### src/rtl/sum_sched_pkg.sv
// Shared types and constants for the operand-queue adder scheduler.
package sum_sched_pkg;

   typedef enum logic [1:0] {
      IDLE = 2'd0,
      ADD  = 2'd1,
      HOLD = 2'd2
   } state_t;

   localparam int DEF_DEPTH = 4;
   localparam int DEF_W     = 4;

   // uio_in control bits
   localparam int PUSH  = 0;
   localparam int ACK   = 1;
   localparam int CLR   = 2;
   // uio_out status bits
   localparam int VALID = 4;
   localparam int EMPTY = 5;
   localparam int FULL  = 6;
   localparam int OVF   = 7;

endpackage

### src/rtl/sum_sched_opq.sv
// Synchronous operand FIFO; a push is still taken when full if a pop frees the slot.
module sum_opq #(
   parameter int DEPTH = 4,
   parameter int DW    = 8
) (
   input  logic          clk,
   input  logic          rst_n,
   input  logic          push,
   input  logic          pop,
   input  logic          flush,
   input  logic [DW-1:0] data,
   output logic [DW-1:0] head,
   output logic          empty,
   output logic          full
);

   localparam int AW = (DEPTH > 1) ? $clog2(DEPTH) : 1;
   localparam int CW = $clog2(DEPTH + 1);

   logic [DW-1:0] mem [DEPTH];
   logic [AW-1:0] wr_ptr;
   logic [AW-1:0] rd_ptr;
   logic [CW-1:0] count;
   logic          do_push;
   logic          do_pop;

   assign empty   = (count == '0);
   assign full    = (count == CW'(DEPTH));
   assign do_pop  = pop & ~empty & ~flush;
   assign do_push = push & (~full | do_pop) & ~flush;
   assign head    = mem[rd_ptr];

   always_ff @(posedge clk) begin
      if (do_push) mem[wr_ptr] <= data;
   end

   // DEPTH is a power of two, so the pointers wrap naturally.
   always_ff @(posedge clk) begin
      if (!rst_n || flush) begin
         wr_ptr <= '0;
         rd_ptr <= '0;
         count  <= '0;
      end else begin
         if (do_push) wr_ptr <= wr_ptr + AW'(1);
         if (do_pop)  rd_ptr <= rd_ptr + AW'(1);
         case ({do_push, do_pop})
            2'b10:   count <= count + CW'(1);
            2'b01:   count <= count - CW'(1);
            default: count <= count;
         endcase
      end
   end

endmodule

### src/rtl/tt_um_sum_sched.sv
// Buffers operand pairs and feeds them one at a time through a shared adder;
// each result is held on uo_out until acknowledged.
module tt_um_sum_sched
   import sum_sched_pkg::*;
#(
   parameter int DEPTH = DEF_DEPTH,
   parameter int W     = DEF_W
) (
   input  logic       clk,
   input  logic       rst_n,
   input  logic       ena,
   input  logic [7:0] ui_in,
   input  logic [7:0] uio_in,
   output logic [7:0] uo_out,
   output logic [7:0] uio_out,
   output logic [7:0] uio_oe
);

   state_t         state;
   logic [2:0]     prev;
   logic [W-1:0]   opa;
   logic [W-1:0]   opb;
   logic [W:0]     result;
   logic           overflow;
   logic           push_rise;
   logic           ack_rise;
   logic           clr_rise;
   logic           pop;
   logic           q_empty;
   logic           q_full;
   logic [2*W-1:0] q_head;
   logic [2*W-1:0] q_data;
   logic           unused;

   assign push_rise = uio_in[PUSH] & ~prev[PUSH];
   assign ack_rise  = uio_in[ACK]  & ~prev[ACK];
   assign clr_rise  = uio_in[CLR]  & ~prev[CLR];
   assign pop       = (state == IDLE) & ~q_empty;
   assign q_data    = {ui_in[4+W-1:4], ui_in[W-1:0]};
   assign unused    = &{1'b0, ena, uio_in[7:3]};

   sum_opq #(
      .DEPTH (DEPTH),
      .DW    (2 * W)
   ) u_opq (
      .clk   (clk),
      .rst_n (rst_n),
      .push  (push_rise),
      .pop   (pop),
      .flush (clr_rise),
      .data  (q_data),
      .head  (q_head),
      .empty (q_empty),
      .full  (q_full)
   );

   always_ff @(posedge clk) begin
      if (!rst_n) begin
         prev     <= 3'b111;
         state    <= IDLE;
         opa      <= '0;
         opb      <= '0;
         result   <= '0;
         overflow <= 1'b0;
      end else begin
         prev <= uio_in[2:0];
         if (clr_rise) begin
            state    <= IDLE;
            opa      <= '0;
            opb      <= '0;
            result   <= '0;
            overflow <= 1'b0;
         end else begin
            // A same-cycle pop frees a slot, so only a push with no pop is dropped.
            if (push_rise && q_full && !pop) overflow <= 1'b1;
            case (state)
               IDLE: begin
                  if (!q_empty) begin
                     opa   <= q_head[W-1:0];
                     opb   <= q_head[2*W-1:W];
                     state <= ADD;
                  end
               end
               ADD: begin
                  result <= {1'b0, opa} + {1'b0, opb};
                  state  <= HOLD;
               end
               HOLD: begin
                  if (ack_rise) state <= IDLE;
               end
               default: state <= IDLE;
            endcase
         end
      end
   end

   always_comb begin
      uio_out        = 8'h00;
      uio_out[VALID] = (state == HOLD);
      uio_out[EMPTY] = q_empty;
      uio_out[FULL]  = q_full;
      uio_out[OVF]   = overflow;
   end

   assign uo_out = {{(7 - W){1'b0}}, result};
   assign uio_oe = 8'hF0;

endmodule

### config.mk
export PLATFORM = sky130hd
export DESIGN_NAME = tt_um_sum_sched
export DESIGN_NICKNAME = d
export VERILOG_FILES = /design/src/rtl/sum_sched_pkg.sv /design/src/rtl/sum_sched_opq.sv /design/src/rtl/tt_um_sum_sched.sv
export SDC_FILE = /design/constraint.sdc
export NUM_CORES = 1
export LEC_CHECK = 0
export CAP_MARGIN = 20
export CORE_MARGIN = 5
export CORE_UTILIZATION = 45
export DETAILED_ROUTE_END_ITERATION = 16
export PLACE_DENSITY = 0.75
export SYNTH_ARGS = -nofsm -noshare
export SYNTH_HDL_FRONTEND = slang
export SYNTH_SLANG_ARGS = --single-unit
export TNS_END_PERCENT = 50
### constraint.sdc
create_clock -name clk -period 4.9 [get_ports clk]
set_clock_uncertainty 0.05 [all_clocks]
set_input_delay 0.49 -clock clk [delete_from_list [all_inputs] [get_ports clk]]
set_output_delay 0.49 -clock clk [all_outputs]
set_load 0.02 [all_outputs]
After elaboration in Yosys (flattened, before gate mapping)
Memory sizes are Yosys's and may differ from the RTL's. A register that Yosys moved wholly into a read port is not among the register bits.
Index checks and enable logic that the tools add are counted.
Widths: inputs -> output; s select.
{"block": "classes", "n_addsub": 5, "n_mul": 0, "div_mod_pow": 0, "magnitude_cmp": 0, "eq_ne": 7, "shifts": 0, "n_mux": 6, "n_bitwise": 16, "reduce_logical": 11}
{"cell": "$and 1x1->1", "n": 8}
{"cell": "$not 1->1", "n": 7}
{"cell": "$pmux 2 s3", "n": 1}
{"cell": "$pmux 3 s2", "n": 1}
{"cell": "$add 4x4->5", "n": 1}
{"cell": "$add 2x1->2 const B", "n": 2}
{"cell": "$eq 2x1->1 const B", "n": 2}
{"cell": "$eq 2x2->1 const B", "n": 2}
{"cell": "$mux 2", "n": 2}
{"cell": "$reduce_and 2->1", "n": 2}
{"cell": "$add 3x1->3 const B", "n": 1}
{"cell": "$eq 3x3->1 const B", "n": 1}
{"cell": "$logic_not 3->1", "n": 1}
{"cell": "$sub 3x1->3 const B", "n": 1}
{"cell": "$logic_and 1x1->1", "n": 2}
{"cell": "$logic_not 1->1", "n": 2}
{"cell": "$logic_not 2->1", "n": 1}
{"cell": "$mux 1", "n": 2}
{"cell": "$ne 2x1->1 const B", "n": 1}
{"cell": "$ne 2x2->1 const B", "n": 1}
{"cell": "$reduce_bool 2->1", "n": 1}
{"cell": "$reduce_or 2->1", "n": 1}
{"cell": "$logic_or 1x1->1", "n": 1}
{"cell": "$or 1x1->1", "n": 1}
{"block": "word_totals", "regBits": 18, "latch_bits": 0, "ramBits": 32, "romBits": 0, "in_bits": 19, "out_inout_bits": 24, "wordCells": 53, "mem_count": 1}
{"memory": "u_opq.mem", "words": 4, "width": 8, "read_ports": 1, "rd_ports_with_merged_regs": 1, "wr": 1, "line": "sum_sched_opq.sv:20", "source": "logic [DW-1:0] mem [DEPTH];"}

Longest topological paths before layout
{"block": "depth", "depth_word": 10, "ltp_mapped": 11, "ltp_nobuf": 9}

Cells and area by module
Synthesis repeated with hierarchy kept, for this count alone.
{"block": "unflattened", "hier_cells": 211, "hier_area_um2": 2633.8}
{"module": "sum_opq", "n_inst": 1, "cells_per_inst": 98, "area_each_um2": 1664.1, "seq_area_each_um2": 1141.1}
{"module": "tt_um_sum_sched", "n_inst": 1, "cells_per_inst": 113, "area_each_um2": 969.7, "seq_area_each_um2": 380.4}

Least setup slack after synthesis
OpenSTA, ideal clock, no wires.
{"block": "synth_path", "path_kind": "flip-flop to flip-flop", "startpoint": "register state[1]", "endpoint": "register u_opq.count[2]", "setup_time_ns": 0.072, "arrival_ns": 2.198, "path_slack_ns": 2.581, "path_stages_with_launch": 11, "period_less_slack_ns": 2.319, "cell_sequence": "dfxtp_1 > or2_1 > clkbuf_1 > clkbuf_1 > nor3_1 > ha_1 > inv_1 > fa_1 > xor2_1 > or3_1 > a21oi_1"}
{"block": "synth_between", "elab_chain_len": 9}
{"item": "from (decl)", "line": "tt_um_sum_sched.sv:19", "source": "state_t state;"}
{"item": "from (signal assigned)", "line": "tt_um_sum_sched.sv:60", "source": "state <= IDLE;"}
{"item": "from (signal assigned)", "line": "tt_um_sum_sched.sv:68", "source": "state <= IDLE;"}
{"item": "from (signal assigned)", "line": "tt_um_sum_sched.sv:81", "source": "state <= ADD;"}
{"item": "$logic_not 2->1 (*)", "line": "tt_um_sum_sched.sv:38", "source": "assign pop = (state == IDLE) & ~q_empty;"}
{"item": "$and 1x1->1 (*)", "line": "tt_um_sum_sched.sv:38"}
{"item": "$and 1x1->1 (*) (2 in series)", "line": "sum_sched_opq.sv:29", "source": "assign do_pop = pop & ~empty & ~flush;"}
{"item": "via u_opq.do_pop", "line": "sum_sched_opq.sv:25", "source": "logic do_pop;"}
{"item": "$or 1x1->1", "line": "sum_sched_opq.sv:30", "source": "assign do_push = push & (~full | do_pop) & ~flush;"}
{"item": "$and 1x1->1 (2 in series)", "line": "sum_sched_opq.sv:30"}
{"item": "$eq 2x1->1 or $eq 2x2->1 (tied branches)", "line": "sum_sched_opq.sv:46", "source": "case ({do_push, do_pop})"}
{"item": "$pmux 3 s2 or $reduce_bool 2->1 (tied branches)"}
{"item": "to (signal assigned)", "line": "sum_sched_opq.sv:47", "source": "2'b10: count <= count + CW'(1);"}
{"item": "to (signal assigned)", "line": "sum_sched_opq.sv:48", "source": "2'b01: count <= count - CW'(1);"}
{"item": "to (signal assigned)", "line": "sum_sched_opq.sv:49", "source": "default: count <= count;"}
{"item": "to (decl)", "line": "sum_sched_opq.sv:23", "source": "logic [CW-1:0] count;"}
Mark *: on every way through the listed nets, which the timed path passes. The rest lies on a longest branch.
A chain may end at the register's enable or synchronous reset.

Worst setup path in the final report
{"block": "layout_path", "startpoint": "register u_opq.count[0]", "endpoint": "output port uio_out[5]"}
{"block": "layout_between", "elab_chain_len": 1}
{"item": "$logic_not 3->1", "line": "sum_sched_opq.sv:27", "source": "assign empty = (count == '0);"}
{"item": "to (decl)", "line": "tt_um_sum_sched.sv:15", "source": "output logic [7:0] uio_out,"}
Every way passes these cells.

==> report_table.html <==
<table>
<tr><th>Metric</th><th>Value</th></tr>
<tr><th colspan="2">Timing</th></tr>
<tr><td>Aggregate negative setup slack</td><td>0 ps</td></tr>
<tr><td>Shortest period the worst path allows</td><td>2609 ps</td></tr>
<tr><td>Hold violation total from the final report</td><td>0</td></tr>
<tr><td>Worst hold slack across all endpoints</td><td>401.0 ps</td></tr>
<tr><td>Pins Over Slew Limit</td><td>0</td></tr>
<tr><td>Unrepaired setup endpoints after global routing</td><td>false</td></tr>
<tr><td>Transition at the pin with the smallest max-transition slack</td><td>670.7 ps</td></tr>
<tr><td>Share of the cycle needed by the critical path after routing</td><td>53.25%</td></tr>
<tr><td>Final number of setup-violating endpoints</td><td>0</td></tr>
<tr><td>F_max</td><td>383.2 MHz</td></tr>
<tr><td>Max-slew headroom</td><td>55.18%</td></tr>
<tr><th colspan="2">Synth</th></tr>
<tr><td>Number of register bits inferred by synthesis</td><td>58</td></tr>
<tr><td>Number of distinct standard cells referenced by the synthesized netlist</td><td>35</td></tr>
<tr><td>Number of enable flip-flop cells after synthesis</td><td>32</td></tr>
<tr><td>Total of warnings raised by yosys</td><td>0</td></tr>
<tr><td>Share of synthesized area occupied by flip-flops and latches</td><td>57.42%</td></tr>
<tr><td>Number of cells produced by synthesis</td><td>212</td></tr>
<tr><td>Mean post-synth cell area</td><td>12.17 µm²</td></tr>
<tr><td>Top_reg_cell synth</td><td>sky130_fd_sc_hd__edfxtp_1</td></tr>
<tr><td>Fraction of synthesis flops using an asynchronous set or reset pin</td><td>0%</td></tr>
<tr><td>Post-synthesis cell area</td><td>0.002580 mm²</td></tr>
<tr><th colspan="2">Global routing</th></tr>
<tr><td>Global Route Usage Sum</td><td>13.09%</td></tr>
<tr><td>Congestion Overflow GR</td><td>0</td></tr>
<tr><td>Maximum number of pins on one net before global-route repair</td><td>20</td></tr>
<tr><td>Number of antenna violations at the first check in global routing</td><td>0</td></tr>
<tr><td>First-pass GRT wire length</td><td>7.245 mm</td></tr>
<tr><td>Vias in the first global route</td><td>1495</td></tr>
<tr><th colspan="2">CTS</th></tr>
<tr><td># clock sinks</td><td>58</td></tr>
<tr><td>Post-cts repair resize count</td><td>0</td></tr>
<tr><td>Clock insertion delay at the later pin of the skew report</td><td>340 ps</td></tr>
<tr><td>Clk buf depth</td><td>2</td></tr>
<tr><td>Buffer type at the clock tree root</td><td>sky130_fd_sc_hd__clkbuf_8</td></tr>
<tr><td>CTS Buf Count</td><td>9</td></tr>
<tr><td>Count of hold-fix buffers inserted at cts</td><td>0</td></tr>
<tr><td>Post-CTS Repair Setup Buffers</td><td>0</td></tr>
<tr><td>Deepest level of the CTS H-tree</td><td>3</td></tr>
<tr><td>Clock Pin Slew Worst Setup and Hold Paths</td><td>70 ps</td></tr>
<tr><td>CTS tree</td><td>done</td></tr>
<tr><th colspan="2">Placement</th></tr>
<tr><td>RePlAce Congestion</td><td>0.7455</td></tr>
<tr><td>Post-Place Cells</td><td>291</td></tr>
<tr><td>Count of input and output buffers</td><td>21</td></tr>
<tr><td>DPL Wire Length</td><td>3.039 mm</td></tr>
<tr><th colspan="2">Routing</th></tr>
<tr><td>Antenna Nets Post-Route</td><td>0</td></tr>
<tr><td>Total wirelength of the detailed-routed design</td><td>4.348 mm</td></tr>
<tr><td>DR DRC count</td><td>0</td></tr>
<tr><td>Vias/cell</td><td>5.075</td></tr>
<tr><td>Starting DRT DRC Count</td><td>82</td></tr>
<tr><td>Drt pass-1 iters</td><td>4</td></tr>
<tr><td>Via count</td><td>1558</td></tr>
<tr><td>Final routed wire length divided by cell count</td><td>14.16 µm</td></tr>
<tr><th colspan="2">Worst setup path</th></tr>
<tr><td>Worst setup path start</td><td>u_opq.count[0]$_SDFFE_PP0P_</td></tr>
<tr><td>Type of element capturing the critical path</td><td>primary output</td></tr>
<tr><td>Signal arrival time at the worst endpoint</td><td>2070 ps</td></tr>
<tr><td>Capturing point of the worst reg2reg path</td><td>u_opq.count[2]$_SDFFE_PP0P_</td></tr>
<tr><td>Depth of the most critical reg-to-reg path</td><td>9</td></tr>
<tr><td>Class of the most critical setup path</td><td>reg2out</td></tr>
<tr><td>Required time reported for the critical path endpoint</td><td>4360 ps</td></tr>
<tr><td>Origin of the critical flop-to-flop path</td><td>u_opq.count[0]$_SDFFE_PP0P_</td></tr>
<tr><td>Reg2reg setup slack</td><td>2380 ps</td></tr>
<tr><td>Crit-path max FO</td><td>14</td></tr>
<tr><td>Launching element type of the critical path</td><td>flop</td></tr>
<tr><th colspan="2">Cells and area</th></tr>
<tr><td>Area grow syn2layout</td><td>15.13%</td></tr>
<tr><td>Inserted Diodes</td><td>0</td></tr>
<tr><td>Share of cells above drive strength 1</td><td>11.06%</td></tr>
<tr><td>Post-layout instance count excluding filler cells</td><td>307</td></tr>
<tr><td>Count of filler cells inserted in the layout</td><td>495</td></tr>
<tr><td>Final-stage net count</td><td>260</td></tr>
<tr><th colspan="2">Power and ir drop</th></tr>
<tr><td>Part of the power in the clock network</td><td>33.7%</td></tr>
<tr><td>Internal power contribution</td><td>0.001009 W</td></tr>
<tr><td>Worst supply voltage drop on vdd</td><td>228.8 µV</td></tr>
<tr><td>NetSw</td><td>0.0004694 W</td></tr>
<tr><td>Switching Share</td><td>31.75%</td></tr>
<tr><td>Power share of the combinational group</td><td>24.7%</td></tr>
<tr><td>Leakage</td><td>1.044 nW</td></tr>
<tr><td>Reg power frac</td><td>41.6%</td></tr>
<tr><td>Cell Pwr Density</td><td>497.8 mW/mm²</td></tr>
<tr><th colspan="2">Job</th></tr>
<tr><td>Max-capacitance violation count</td><td>0</td></tr>
<tr><th colspan="2">Die</th></tr>
<tr><td>Number of rows in the core area</td><td>27</td></tr>
<tr><td>Horizontal die dimension</td><td>85.72 µm</td></tr>
<tr><td>Core ar.</td><td>0.005540 mm²</td></tr>
<tr><td>Area of the die</td><td>0.007348 mm²</td></tr>
<tr><td>I/O pin count</td><td>43</td></tr>
<tr><td>Chip Height</td><td>85.72 µm</td></tr>
<tr><td>Initial cell density of the core</td><td>46.57%</td></tr>
<tr><th colspan="2">Hold path</th></tr>
<tr><td>Hold Startpoint</td><td>result[2]$_SDFFE_PP0N_</td></tr>
<tr><td>Worst Hold Class</td><td>reg2reg</td></tr>
<tr><td>Cell depth of the worst min-delay path</td><td>2</td></tr>
<tr><td>End point of the most critical hold path</td><td>result[2]$_SDFFE_PP0N_</td></tr>
<tr><th colspan="2">Outcome</th></tr>
<tr><td>Result of the run</td><td>completed</td></tr>
</table>
==> routing by layer <==
layer	wire length [µm]	global-route usage, %	part of all wire [%]	up-vias
met1	1983	15.94	46	745
met5	0	0	0	-
met4	82	8.201	1.9	0
met2	1997	20.41	46	39
met3	285	3.746	6.6	9
li1	-	-	-	765
==> placed cells by master, fill, tap and decap left out, types with 4 or more instances in the layout <==
cell                              count
sky130_fd_sc_hd__a21oi_1             17
sky130_fd_sc_hd__and3_1               4
sky130_fd_sc_hd__clkbuf_8             9
sky130_fd_sc_hd__clkdlybuf4s50_1     21
sky130_fd_sc_hd__conb_1              15
sky130_fd_sc_hd__dfxtp_1             26
sky130_fd_sc_hd__edfxtp_1            32
sky130_fd_sc_hd__ha_1                 9
sky130_fd_sc_hd__inv_1               12
sky130_fd_sc_hd__mux4_2               8
sky130_fd_sc_hd__nand2_1              8
sky130_fd_sc_hd__nand2b_1             5
sky130_fd_sc_hd__nand3_1             14
sky130_fd_sc_hd__nor2_1               7
sky130_fd_sc_hd__nor2b_1              4
sky130_fd_sc_hd__o21ai_0             12
==> power groups by stage <==
| stage | combinational (W) | clock [W] | sequential (W) |
|---|---|---|---|
| after CTS | 0.000368 | 0.000509 | 0.000616 |
| final | 0.000366 | 0.000498 | 0.000614 |
| after floorplan | 0.000331 | 0 | 0.000601 |
| after global placement | 0.000358 | 0 | 0.000624 |
| after global routing | 0.000402 | 0.000535 | 0.000625 |
| after detailed placement | 0.000365 | 0 | 0.000627 |
==> worst max-delay path by stage <==
stage / end / cells past startpoint / slack, ps
after CTS: uio_out[5] / 3 / 2260
after global placement: u_opq.count[2]$_SDFFE_PP0P_ / 9 / 2180
final: uio_out[5] / 3 / 2290
after floorplan: u_opq.count[2]$_SDFFE_PP0P_ / 10 / 2580
after global routing: u_opq.count[2]$_SDFFE_PP0P_ / 9 / 2180
after detailed placement: u_opq.count[2]$_SDFFE_PP0P_ / 9 / 2100
==> metrics by stage <==
stage                     area [µm²]   power, W  setup slack, ps  util (%)
after global routing            2970   0.001562             2184     53.61
after CTS                       2970   0.001493             2265     53.61
after detailed placement        2745  0.0009918             2100     49.55
after global placement          2745  0.0009820             2184     49.55
after floorplan                 2629  0.0009320             2581         -
final                           2970   0.001479             2291     53.61
==> kinds of logic after synthesis <==
| group | synth area share [%] |
|---|---|
| DFF | 57.42 |
| and+or+nand+nor | 10.57 |
| buffers and inverters | 9.117 |
| AOI/OAI and AO/OA | 7.905 |
| adders and majority gates | 5.917 |
| muxes | 7.759 |
| xor gates and xnor gates | 1.019 |
| other | 0.2911 |
==> worst max-delay path, cell delays in order (launching register included) <==
cell                              delay, ps
sky130_fd_sc_hd__dfxtp_1                340
sky130_fd_sc_hd__or3_1                  560
sky130_fd_sc_hd__inv_4                  200
sky130_fd_sc_hd__clkdlybuf4s50_1        630
==> synth_stat cells, types with 5 or more instances <==
cell type,count,area share [%]
sky130_fd_sc_hd__nor2_1,7,1.0
sky130_fd_sc_hd__clkbuf_1,6,0.87
sky130_fd_sc_hd__dfxtp_1,26,20
sky130_fd_sc_hd__nand2b_1,5,1.2
sky130_fd_sc_hd__inv_1,12,1.7
sky130_fd_sc_hd__buf_4,20,5.8
sky130_fd_sc_hd__a21oi_1,17,3.3
sky130_fd_sc_hd__nand3_1,14,2.7
sky130_fd_sc_hd__mux4_2,8,7.0
sky130_fd_sc_hd__o21ai_0,12,2.3
sky130_fd_sc_hd__nand2_1,8,1.2
sky130_fd_sc_hd__ha_1,9,4.4
sky130_fd_sc_hd__edfxtp_1,32,37
==> final cells by class <==
class / count / area (µm²) / area share [%]
clock buffers: 9 / 123.9 / 4.170
well taps: 72 / 90.09 / 3.033
inverters: 13 / 51.30 / 1.727
clock inverters: 7 / 101.3 / 3.412
repair buffers: 21 / 210.2 / 7.077
flip-flops and latches: 58 / 1481 / 49.87
multi-input cells: 127 / 912.1 / 30.71
==> flip-flops by register name, indices dropped and copies added (netlist names) <==
| register | count |
|---|---|
| u_opq.count | 3 |
| opb | 4 |
| u_opq.wr_ptr | 2 |
| u_opq.rd_ptr | 2 |
| overflow | 1 |
| result | 5 |
| state | 2 |
| u_opq.mem | 32 |
| prev | 3 |
| opa | 4 |
Power figures use the tool's default switching activity.
